$ cat config.mk
export PLATFORM = sky130hd
export DESIGN_NAME = lcd_spi_multi_serializer
export DESIGN_NICKNAME = d
export VERILOG_FILES = /design/src/rtl/lcd_spi_multi_serializer.sv
export SDC_FILE = /design/constraint.sdc
export NUM_CORES = 1
export LEC_CHECK = 0
export BUFFER_PORTS_ARGS = -buffer_cell sky130_fd_sc_hd__buf_4
export CAP_MARGIN = 20
export CORE_AREA = 2 2 93 95
export CTS_BUF_LIST = sky130_fd_sc_hd__clkbuf_4
export DETAILED_ROUTE_END_ITERATION = 10
export DIE_AREA = 0 0 95 97
export GPL_TIMING_DRIVEN = 0
export PLACE_DENSITY = 0.62
export SYNTH_ARGS = -nofsm -noshare
export SYNTH_HDL_FRONTEND = slang
export SYNTH_SLANG_ARGS = --single-unit
$ cat constraint.sdc
create_clock -name clk -period 3.7 [get_ports clk]
set_clock_uncertainty 0.1 [all_clocks]
set_input_delay 0.74 -clock clk [delete_from_list [all_inputs] [get_ports clk]]
set_output_delay 0.74 -clock clk [all_outputs]
set_load 0.01 [all_outputs]
$ cat src/rtl/lcd_spi_multi_serializer.sv
// ---------------------------------------------------------------------------
// lcd_spi_multi_serializer
//
// Serialises variable-length words onto an SPI bus shared by several LCD
// panels. Each panel has its own active-low chip select. A chip select stays
// open between words until a word marked "last" finishes. Before switching to
// a different panel, every chip select is held high for CS_GAP cycles.
//
// Parameters
//   NUM_CS   number of LCD chip selects
//   MAX_BITS widest word in bits (2..32); longer lengths are clamped
//   CLK_DIV  clk cycles per SCLK half-period (>= 1)
//   CS_GAP   clk cycles all chip selects stay high between CS changes (>= 1)
//
// Ports
//   clk, rst          clock, synchronous active-high reset
//   in_valid/in_ready word handshake; a word transfers when both are high
//   in_data           word, right-aligned
//   in_len            number of bits to send (0 = discard)
//   in_cs             target chip select index
//   in_dc             D/C level for the word (0 = command, 1 = data)
//   in_last           release the chip select after this word
//   lcd_busy          high while a word or a CS gap is in progress
//   lcd_sclk          SPI clock, idle low, data sampled on the rising edge
//   lcd_mosi          SPI data, MSB first
//   lcd_dc            D/C line, keeps its last value between words
//   lcd_cs_n          active-low chip selects
// ---------------------------------------------------------------------------
module lcd_spi_multi_serializer #(
  parameter  int NUM_CS   = 4,
  parameter  int MAX_BITS = 16,
  parameter  int CLK_DIV  = 1,
  parameter  int CS_GAP   = 2,
  localparam int LEN_W    = $clog2(MAX_BITS + 1),
  localparam int CS_W     = (NUM_CS > 1) ? $clog2(NUM_CS) : 1
) (
  input  logic                clk,
  input  logic                rst,
  input  logic                in_valid,
  output logic                in_ready,
  input  logic [MAX_BITS-1:0] in_data,
  input  logic [LEN_W-1:0]    in_len,
  input  logic [CS_W-1:0]     in_cs,
  input  logic                in_dc,
  input  logic                in_last,
  output logic                lcd_busy,
  output logic                lcd_sclk,
  output logic                lcd_mosi,
  output logic                lcd_dc,
  output logic [NUM_CS-1:0]   lcd_cs_n
);

  localparam int DIV_W = $clog2(CLK_DIV + 1);
  localparam int GAP_W = $clog2(CS_GAP + 1);

  typedef enum logic [1:0] {IDLE, GAP, LO, HI} state_t;

  state_t              state;
  logic [MAX_BITS-1:0] shreg;
  logic [LEN_W-1:0]    bits_left;
  logic [DIV_W-1:0]    div_cnt;
  logic [GAP_W-1:0]    gap_cnt;
  logic [CS_W-1:0]     cur_cs;
  logic [CS_W-1:0]     held_cs;
  logic                cur_dc;
  logic                cur_last;
  logic                held_valid;
  logic                gap_to_lo;

  logic [LEN_W-1:0]    len_clamped;
  logic [MAX_BITS-1:0] in_aligned;
  logic                in_cs_oob;
  logic [NUM_CS-1:0]   in_cs_sel;
  logic [NUM_CS-1:0]   cur_cs_sel;
  logic                div_done;
  logic                gap_done;

  assign in_ready = (state == IDLE) && !rst;

  // The word is left-aligned in the shift register so the current bit is
  // always the top bit. A one-hot select built by shifting naturally comes out
  // all zero for an out-of-range chip select, so such words drive no CS.
  always_comb begin
    len_clamped = (in_len > LEN_W'(MAX_BITS)) ? LEN_W'(MAX_BITS) : in_len;
    in_aligned  = in_data << (LEN_W'(MAX_BITS) - len_clamped);
    in_cs_oob   = (int'(in_cs) >= NUM_CS);
    in_cs_sel   = NUM_CS'(1) << in_cs;
    cur_cs_sel  = NUM_CS'(1) << cur_cs;
    div_done    = (div_cnt == DIV_W'(CLK_DIV - 1));
    gap_done    = (gap_cnt == GAP_W'(CS_GAP - 1));
  end

  always_ff @(posedge clk) begin
    if (rst) begin
      state      <= IDLE;
      shreg      <= '0;
      bits_left  <= '0;
      div_cnt    <= '0;
      gap_cnt    <= '0;
      cur_cs     <= '0;
      held_cs    <= '0;
      cur_dc     <= 1'b0;
      cur_last   <= 1'b0;
      held_valid <= 1'b0;
      gap_to_lo  <= 1'b0;
      lcd_busy   <= 1'b0;
      lcd_sclk   <= 1'b0;
      lcd_mosi   <= 1'b0;
      lcd_dc     <= 1'b0;
      lcd_cs_n   <= '1;
    end else begin
      case (state)
        IDLE: begin
          // Zero-length words are consumed by the handshake and leave
          // everything, including an open chip select, untouched.
          if (in_valid && (len_clamped != '0)) begin
            shreg     <= in_aligned;
            bits_left <= len_clamped;
            cur_cs    <= in_cs;
            cur_dc    <= in_dc;
            cur_last  <= in_last || in_cs_oob;
            lcd_busy  <= 1'b1;
            div_cnt   <= '0;
            gap_cnt   <= '0;
            if (held_valid && (held_cs != in_cs)) begin
              state      <= GAP;
              lcd_cs_n   <= '1;
              held_valid <= 1'b0;
              gap_to_lo  <= 1'b1;
            end else begin
              state    <= LO;
              lcd_cs_n <= ~in_cs_sel;
              lcd_dc   <= in_dc;
              lcd_mosi <= in_aligned[MAX_BITS-1];
            end
          end
        end

        // A gap either separates two panels (then the pending word starts)
        // or closes a transaction (then the block goes idle).
        GAP: begin
          if (gap_done) begin
            gap_cnt <= '0;
            if (gap_to_lo) begin
              state     <= LO;
              gap_to_lo <= 1'b0;
              div_cnt   <= '0;
              lcd_cs_n  <= ~cur_cs_sel;
              lcd_dc    <= cur_dc;
              lcd_mosi  <= shreg[MAX_BITS-1];
            end else begin
              state    <= IDLE;
              lcd_busy <= 1'b0;
            end
          end else begin
            gap_cnt <= gap_cnt + GAP_W'(1);
          end
        end

        LO: begin
          if (div_done) begin
            state    <= HI;
            div_cnt  <= '0;
            lcd_sclk <= 1'b1;
          end else begin
            div_cnt <= div_cnt + DIV_W'(1);
          end
        end

        HI: begin
          if (div_done) begin
            div_cnt  <= '0;
            lcd_sclk <= 1'b0;
            if (bits_left > LEN_W'(1)) begin
              state     <= LO;
              bits_left <= bits_left - LEN_W'(1);
              shreg     <= shreg << 1;
              lcd_mosi  <= shreg[MAX_BITS-2];
            end else begin
              lcd_mosi <= 1'b0;
              if (cur_last) begin
                state      <= GAP;
                gap_cnt    <= '0;
                gap_to_lo  <= 1'b0;
                held_valid <= 1'b0;
                lcd_cs_n   <= '1;
              end else begin
                state      <= IDLE;
                lcd_busy   <= 1'b0;
                held_valid <= 1'b1;
                held_cs    <= cur_cs;
              end
            end
          end else begin
            div_cnt <= div_cnt + DIV_W'(1);
          end
        end

        default: state <= IDLE;
      endcase
    end
  end

endmodule

==> flow_summary.ini <==
[yosys]
ys_types = 59
ys_seq_area_share_pct = 29.1
syn-cell-area_sq_mm = 0.00282
ys_seq_elements = 41
async_flop_share_pct = 0
synth_edf_count = 0
synthTopCellsByArea = dfxtp_1, mux2i_1, mux4_2
synth-main-ff-cell = dfxtp_1
syn-instance-count = 335
avgSynthCellArea_sq_um = 8.42
yosys_warnings = 0
synth_top_area_share_pct = 29.1
syn_nets = 367
synth_area_leader_cell = dfxtp_1

[floorplan]
fp.coreArea_sq_mm = 0.00813
initial_core_util_pct = 34.7
die_area_sq_mm = 0.00922
num_io_pins = 37
die_x_microns = 95
rows = 33
die_y_microns = 97

[cells_and_area]
most-common-layout-cells = dfxtp_1, nor2_1, nand2_1, a21oi_1, buf_4
antenna_cells = 0
stdcell_count = 483
layout_commonest_cell = dfxtp_1
stdcell_area_sq_mm = 0.00332
syn2layout_area_growth_pct = 17.6
drive_gt1_share_pct = 20.9
nets = 409

[timing]
fmax_mhz = 298
slew_headroom_pct = 57.1
rsz0062_at_grt = no
timing_hold_violations_final = 0
setup_slack_ns = 0.349
setup_tns_ns = 0
period_needed_ns = 3.35
finalHoldWorstSlack_ns = 0.371
period_share_pct = 90.6
setup_viol = 0
finalMaxSlewViolations = 0
worst_pin_slew_ns = 0.643

[route]
drc_errors = 0
wire_per_inst_microns = 15.9
via_count = 2672
dr.pass1.iters = 4
ant_nets = 0
via_per_inst = 5.53
first_iter_violations = 157
wirelength_microns = 7670

[power]
ir_worst_vdd_uv = 164
p_leak_nw = 1.33
pwr_density_cell_mw_per_mm2 = 425

[place]
hpwl_microns = 5720
routabilityCongestion = 0.910
io_buffers = 35
post-place-ws_ns = -0.0267
placed_cells = 475
place_area_sq_mm = 0.00321

[critical_path]
arrival_ns = 3.54
path_max_fanout = 10
critPathKind = primary input to flop
required_ns = 3.89
startpoint_type = primary input
crit_path_end_kind = flop

[worst_hold_path]
worstHoldPathType = flop to flop

[clock_network]
postCtsSetupBuffers = 0
htree_levels = 2
cts-resized-gates = 0
clock_latency_ns = 0.37
clk_pin_slew_ns = 0.14
cts_hold_buf = 0
cts.sinks = 41
cts_buffer_depth = 2
clockRootBuffer = clkbuf_4
cts_tree = done
cts_inserted_buffers = 5

[grt]
grt_overflow = 0
grt_start_max_net_pins = 14
grt_pass1_wl_microns = 12800
grt_pass1_vias = 2665
grt_use_total_pct = 17.2
antenna_found_initial = 0

[run]
max_cap_violations = 0

[outcome]
status = finished, final reports clean
[through the flow]
step,util (%),power [mW]
5_1_grt,40.8,1.49
2_1_floorplan,-,0.889
3_3_place_gp,39.5,1.03
4_1_cts,40.8,1.41
6_report,40.8,1.41
3_5_place_dp,39.5,1.04
[where the power goes]
group | switching [mW] | total [mW] | internal [mW]
clock network | 0.160 | 0.370 | 0.209
registers | 0.0392 | 0.535 | 0.496
logic | 0.292 | 0.504 | 0.212
total | 0.492 | 1.41 | 0.917
[critical path: stages]
cell	delay, ns
buf_4	0.13
nor2b_2	0.12
buf_6	0.15
inv_6	0.07
ha_1	0.28
o21a_1	0.14
ha_1	0.24
nor3b_2	0.39
nand2_1	0.26
o21ai_1	0.15
clkbuf_1	0.46
nor2_1	0.10
nor4_1	0.28
[routing by layer]
layer	up-vias	GRT usage, %	part of all wire, %
met3	10	2.10	3.4
met1	1276	23.8	46
met2	58	27.8	49
met5	-	0	0
met4	0	5.57	1.4
li1	1328	-	-
[state kept, by name, indices dropped and copies added, names as in the netlist]
name        flops
bits_left       5
cur_cs          2
cur_dc          1
cur_last        1
gap_cnt         2
gap_to_lo       1
held_cs         2
held_valid      1
lcd_busy        1
lcd_cs_n        4
lcd_dc          1
lcd_mosi        1
lcd_sclk        1
shreg          16
state           2
[cells by family (layout without fill, tap and decap cells)]
kind of cell | after synthesis | count (layout) | share of synthesized area (%)
buf+inv | 32 | 75 | 5.72
simple gates | 111 | 111 | 18.6
xor+xnor | 3 | 3 | 1.60
fa+ha+maj | 4 | 4 | 1.77
mux | 38 | 38 | 18.5
flops | 41 | 41 | 29.1
compound gates | 106 | 106 | 24.7
[area by class of cell]
type | instances | area (sq um)
plain buffers | 22 | 119
clock buffers | 5 | 37.5
clock inverters | 3 | 65.1
fillers | 828 | 4820
inverters | 10 | 42.5
multi-input cells | 262 | 1840
flip-flops and latches | 41 | 821
well taps | 105 | 131
repair buffers | 35 | 263
[synth_stat cells (2+ instances only)]
| library cell | instances |
|---|---|
| mux4_2 | 9 |
| nor2_1 | 37 |
| mux2_2 | 4 |
| a211o_1 | 3 |
| a221oi_1 | 6 |
| nor3b_1 | 2 |
| a311oi_1 | 3 |
| a22oi_1 | 2 |
| o2111ai_1 | 2 |
| nor3_1 | 7 |
| nand3_1 | 8 |
| a211oi_1 | 5 |
| o21ai_1 | 11 |
| inv_1 | 6 |
| dfxtp_1 | 41 |
| a21o_1 | 2 |
| o22ai_1 | 2 |
| nand2b_1 | 2 |
| xor2_1 | 2 |
| ha_1 | 4 |
| o21a_1 | 5 |
| buf_2 | 7 |
| clkbuf_1 | 11 |
| o211a_1 | 3 |
| o21ai_0 | 15 |
| nor2b_1 | 2 |
| clkinv_1 | 2 |
| a221oi_2 | 2 |
| and3_1 | 4 |
| nand4_1 | 3 |
| a32oi_1 | 3 |
| mux2i_1 | 22 |
| nand2_1 | 36 |
| a21oi_1 | 36 |
| and2_1 | 2 |
[path summary, 6_finish.rpt]
kind / start / end / slack, ns / cells after the start
max reg2reg: bits_left[1]$_SDFFE_PP0P_ / lcd_cs_n[3]$_SDFFE_PP1P_ / 1.41 / 7
min reg2reg: shreg[0]$_SDFFE_PP0P_ / shreg[0]$_SDFFE_PP0P_ / 0.37 / 2
min: shreg[0]$_SDFFE_PP0P_ / shreg[0]$_SDFFE_PP0P_ / 0.37 / 2
max: in_len[4] / shreg[9]$_SDFFE_PP0P_ / 0.35 / 13
(Power assumes the default switching activity.)
